===== config.mk =====
export PLATFORM = sky130hd
export DESIGN_NAME = cpc_ram_paging_ctrl
export DESIGN_NICKNAME = d
export VERILOG_FILES = /design/src/rtl/cpc_ram_paging_ctrl.sv
export SDC_FILE = /design/constraint.sdc
export NUM_CORES = 1
export LEC_CHECK = 0
export ABC_CLOCK_PERIOD_IN_PS = 1500
export CAP_MARGIN = 20
export CORE_MARGIN = 2
export CORE_UTILIZATION = 24
export CTS_CLUSTER_DIAMETER = 40
export CTS_CLUSTER_SIZE = 40
export DETAILED_ROUTE_END_ITERATION = 8
export GPL_TIMING_DRIVEN = 0
export HOLD_SLACK_MARGIN = 0.1
export PLACE_DENSITY_LB_ADDON = 0.25
export SYNTH_ARGS = -nofsm -noshare
export SYNTH_HDL_FRONTEND = slang
export SYNTH_SLANG_ARGS = --single-unit
export TNS_END_PERCENT = 30

===== constraint.sdc =====
create_clock -name CLK -period 1.5 [get_ports CLK]
set_input_delay 0.3 -clock CLK [delete_from_list [all_inputs] [get_ports CLK]]
set_output_delay 0.3 -clock CLK [all_outputs]
set_load 0.1 [all_outputs]

===== src/rtl/cpc_ram_paging_ctrl.sv =====
// rtl/cpc_ram_paging_ctrl.sv - 512 KB RAM expansion paging controller for the CPC expansion bus
module cpc_ram_paging_ctrl (
    input  logic        CLK,
    input  logic        RESET_B,
    input  logic [15:0] A,
    input  logic [7:0]  D,
    input  logic        IOREQ_B,
    input  logic        MREQ_B,
    input  logic        WR_B,
    input  logic        RAMRD_B,
    output logic [18:0] sram_addr,
    output logic        sram_cs_b,
    output logic        sram_we_b,
    output logic        sram_oe_b,
    output logic        RAMDIS,
    output logic [5:0]  page_reg
);

    logic [2:0] mode_q, mode_d;
    logic [2:0] bank_q, bank_d;
    logic       paging_wr;
    logic [1:0] region;
    logic [1:0] blk;
    logic       exp_sel;

    // Only A15 is decoded for the paging port, so any OUT below &8000 with D[7:6]=11 hits it.
    assign paging_wr = ~IOREQ_B & ~WR_B & ~A[15] & (D[7:6] == 2'b11);

    always_comb begin
        mode_d = mode_q;
        bank_d = bank_q;
        if (paging_wr) begin
            mode_d = D[2:0];
            bank_d = D[5:3];
        end
    end

    always_ff @(posedge CLK or negedge RESET_B) begin
        if (!RESET_B) begin
            mode_q <= 3'd0;
            bank_q <= 3'd0;
        end else begin
            mode_q <= mode_d;
            bank_q <= bank_d;
        end
    end

    assign region = A[15:14];

    always_comb begin
        blk = 2'b00;
        if (mode_q[2]) begin
            blk = mode_q[1:0];
        end else begin
            blk[0] = mode_q[0] | (mode_q[1] & A[14]);
            blk[1] = mode_q[0] | (mode_q[1] & A[15]);
        end
    end

    // Raw address decode; MREQ_B only gates the write strobe, not the select.
    always_comb begin
        exp_sel = 1'b0;
        case (mode_q)
            3'b000:          exp_sel = 1'b0;
            3'b001, 3'b011:  exp_sel = (region == 2'b11);
            3'b010:          exp_sel = 1'b1;
            default:         exp_sel = (region == 2'b01);
        endcase
    end

    assign sram_addr = {bank_q, blk, A[13:0]};
    assign sram_cs_b = ~exp_sel;
    assign RAMDIS    = exp_sel;
    assign sram_we_b = WR_B | MREQ_B;
    assign sram_oe_b = RAMRD_B;
    assign page_reg  = {bank_q, mode_q};

endmodule


# After elaboration in Yosys (flattened, before gate mapping)
# Cells that the tools add are included.
totals:
  reg_bits: 6
  output_inout_bits: 29
op_classes:
  bitwise: 12
  eq_ne: 6
  mux: 2
  reduce_logical: 2
op_table:
  columns: ["op", "n"]
  rows:
  - ["equality test 3 x 2 -> 1 bit (second input constant)", 2]
  - ["bitwise AND 1 bit", 5]
  - ["equality test 2 bit (second input constant)", 2]
  - ["inverter 1 bit", 4]
  - ["equality test 3 x 1 -> 1 bit (second input constant)", 1]
  - ["zero test 3 bit", 1]
  - ["OR 1 bit", 3]
  - ["one-hot mux 1 bit (3 select lines)", 1]
  - ["equality test 2 x 1 -> 1 bit (second input constant)", 1]
  - ["2-to-1 mux 2 bit", 1]
  - ["OR reduction 2 bit", 1]

# Depth between registers and ports, before layout
logic_depth:
  ltp_word: 4
  depth_mapped: 3

# Least setup slack after synthesis
# No wires, ideal clock.
synth_path:
  path_kind: "register to output"
  start: "register mode_q[0]"
  end: "output sram_addr[15]"
  path_stages_with_launch: 3
  t_arrival_ps: 3219
  path_buffers: 0
  slack_ps: -2019
  t_required_ps: 1200
  cell_sequence: "dfrtp_1 > inv_1 > o21ai_0"
synth_via:
  elab_chain_cells: 2
synth_lines:
  columns: ["element", "line_no", "text"]
  rows:
  - ["from (decl)", "19", "logic [2:0] mode_q, mode_d;"]
  - ["from (signal assigned)", "43", "mode_q <= mode_d;"]
  - ["OR 1 bit", "56", "blk[1] = mode_q[0] | (mode_q[1] & A[15]);"]
  - ["2-to-1 mux 2 bit", "52", "if (mode_q[2]) begin"]
  - ["to (decl)", "11", "output logic [18:0] sram_addr,"]
# No other way between the ends.

# Worst setup path after layout
layout_path:
  start: "register mode_q[0]"
  end: "output sram_cs_b"
layout_via:
  elab_chain_cells: 4
  elab_cells_between_ends: 7
layout_lines:
  columns: ["element", "line_no", "text"]
  rows:
  - ["equality test 3 x 1 -> 1 bit or equality test 3 x 2 -> 1 bit (tied branches)", "63", "case (mode_q)"]
  - ["OR reduction 2 bit", "63", null]
  - ["one-hot mux 1 bit (3 select lines) (*)", "63", null]
  - ["inverter 1 bit (*)", "72", "assign sram_cs_b = ~exp_sel;"]
  - ["to (decl)", "12", "output logic sram_cs_b,"]
# Every way passes the cells marked *; elsewhere a longest branch is shown, timed or not.

==> impl_metrics.yaml <==
run_status:
  status: "complete, but fails checks"
  failed_checks: "negative setup slack"
detailed_routing:
  final_antenna_net_count: 0
  post_drt_wl_per_cell_um: 11.7
  vias: 491
  drt_iter0_drc: 1
  drt_first_pass_iters: 2
  route.detailed.drc: 0
  via_per_inst: 4.20
  wl_mm: 1.37
hold_path:
  min_path_type: "input port to async pin"
timing:
  max_slew_margin_pct: 66.1
  skew_ns: 0
  final_hold_viol_count: 0
  fin_hold_ws_ns: 0.299
  fin_setup_tns_ns: -0.372
  rsz0062_at_grt: "yes"
  period_share_pct: 112
  layout_min_cycle_time_ns: 1.68
  fmax_mhz: 596
  worst_pin_slew_ns: 0.514
  setup_viol: 4
  slew_violations: 0
  fin_ws_ns: -0.178
placement:
  gp_congestion: 0.643
  io_buffers: 43
  hpwl_mm: 1.11
  dp_cells: 111
  dpl-instance-area_sq_um: 963
synthesis:
  netlist_area_sq_um: 439
  seq_area_frac_synth_pct: 34.2
  synth_area_leaders: "dfrtp_1 34%, buf_4 31%, mux2_2 15%, nor4_4 4.8%, o21ai_0 3.4%"
  synth_top_area_share_pct: 34.2
  syn_avg_cell_area_sq_um: 10.2
  synth_cell_types: 12
  synth.largest_area_cell: "dfrtp_1"
  synth_seq_cells: 6
  syn_nets: 73
  yosysWarnings: 0
  synthCells: 43
clock_tree:
  worstSkewPairLatency_ns: 0.24
  numClockSinks: 6
  cts.path.max_buffers: 2
  cts-root-buf: "clkbuf_4"
  h-tree-depth: 1
  cts_buffers: 3
  cts_tree: "yes"
  clkTransAtPathRegs_ns: 0.05
critical_path:
  r2r_cells: 2
  start_kind: "flip-flop"
  ff2ff_setup_slack_ns: 0.51
  cpPeakStageDelay_ns: 0.48
  worstSetupPathDepth: 4
  r2r_start: "mode_q[0]"
  required_ns: 1.20
  critPathSlowestCell: "dfrtp_4"
  critPathKind: "flip-flop to output port"
  r2r-end: "mode_q[0]"
  cp.buffers_inverters: 1
  arrival_ns: 1.38
  end_kind: "output port"
  critPathMaxFanout: 3
  crit_family: "flip-flops"
  crit_chain: "and3_4 -> a21oi_4 -> o22a_4 -> buf_12"
power:
  p_int_uw: 703
  p_sw_uw: 1090
  power_switching_share_pct: 60.9
  pwr-share-seq_pct: 15.1
  powerDensity_mw_per_mm2: 1780
  power.share.combinational_pct: 76.0
  clock_power_share_pct: 8.9
  power_leakage_uw: 0.000465
  max-vdd-ir-drop_mv: 0.997
die:
  pin_count: 59
  initial_core_util_pct: 25.4
  die_h_um: 46.8
  core_sq_mm: 0.00173
  num_rows: 15
  die_w_um: 46.8
  dieArea_sq_mm: 0.00219
final_layout:
  antenna_cells: 0
  register_area_sq_um: 161
  multiInputGateArea_sq_um: 223
  drive_above_1_share_pct: 78.3
  nets: 123
  fin_area_sq_mm: 0.00101
  layout_commonest_cell: "buf_4"
  syn2layout_area_growth_pct: 130
  final_cell_mix: "35 x buf_4, 11 x clkdlybuf4s50_1, 6 x mux2_2, 5 x buf_12, 5 x buf_2"
  instances_no_fill: 117
  final.fill_count: 162
job:
  cap_violations: 0
global_routing:
  grt_max_degree: 9
  grt_remaining_overflow: 0
  antenna_found_initial: 0
  grt_pass1_wl_mm: 2.06
  grt_pass1_vias: 485
  grt_usage_pct: 13.3
[stage by stage]
step | setup WS (ns) | power (uW) | utilization, %
6_report | -0.178 | 1800 | 58.6
2_1_floorplan | -0.270 | 1290 | -
4_1_cts | -0.192 | 1780 | 57.6
5_1_grt | -0.235 | 1870 | 58.6
3_5_place_dp | -1.40 | 1560 | 55.8
3_3_place_gp | -1.38 | 1540 | 55.8
[Yosys cell counts]
library cell / count
inv_1: 1
a21oi_1: 1
or2_2: 1
o21ai_0: 3
nand2_1: 3
and3_2: 1
o22ai_1: 1
dfrtp_1: 6
mux2_2: 6
buf_4: 18
o22a_2: 1
nor4_4: 1
[cell families after synthesis]
group	synth area share (%)
multiplexers	15.4
flip-flops	34.2
AND/OR/NAND/NOR	10.5
AO/OA/AOI/OAI	8.26
buffers and inverters	31.6
[registers in the layout, indices dropped and copies added, names as in the netlist]
signal  cells
mode_q      3
bank_q      3
[final cells by class]
type | instances | area share [%]
clock buffer | 4 | 2.60
sequential | 6 | 16.0
tap | 25 | 3.09
timing repair buffer | 45 | 42.6
multi-input combinational | 18 | 22.0
buffer | 18 | 13.4
inverter | 1 | 0.371
[how the worst max path moves through the flow]
stage                 to      start  slack [ns]
2_1_floorplan     RAMDIS  mode_q[0]       -0.27
3_3_place_gp   sram_cs_b      A[15]       -1.38
3_5_place_dp   sram_cs_b      A[15]       -1.40
4_1_cts        sram_cs_b  mode_q[0]       -0.19
5_1_grt        sram_cs_b  mode_q[0]       -0.23
6_report       sram_cs_b  mode_q[0]       -0.18
[power groups by stage]
stage          registers (uW)  clock network (uW)  logic, uW
2_1_floorplan             543                   0        742
3_3_place_gp              267                   0       1280
3_5_place_dp              270                   0       1290
4_1_cts                   276                 167       1340
5_1_grt                   282                 184       1400
6_report                  272                 159       1370
[metal layers]
layer | part of all wire, % | GRT usage (%) | up-vias
li1 | - | - | 228
met3 | 17 | 4.23 | 2
met5 | 0 | 0 | -
met4 | 1.2 | 6.67 | 0
met2 | 52 | 24.7 | 42
met1 | 30 | 13.2 | 219
[timing repair]
action                                  4_1_cts  5_1_grt
resized for setup                           122        9
pin swaps                                     0        1
endpoints found under the setup margin       35       16
hold buffers                                  0        0
setup buffers                                 1        1
(Power assumes the default switching activity.)
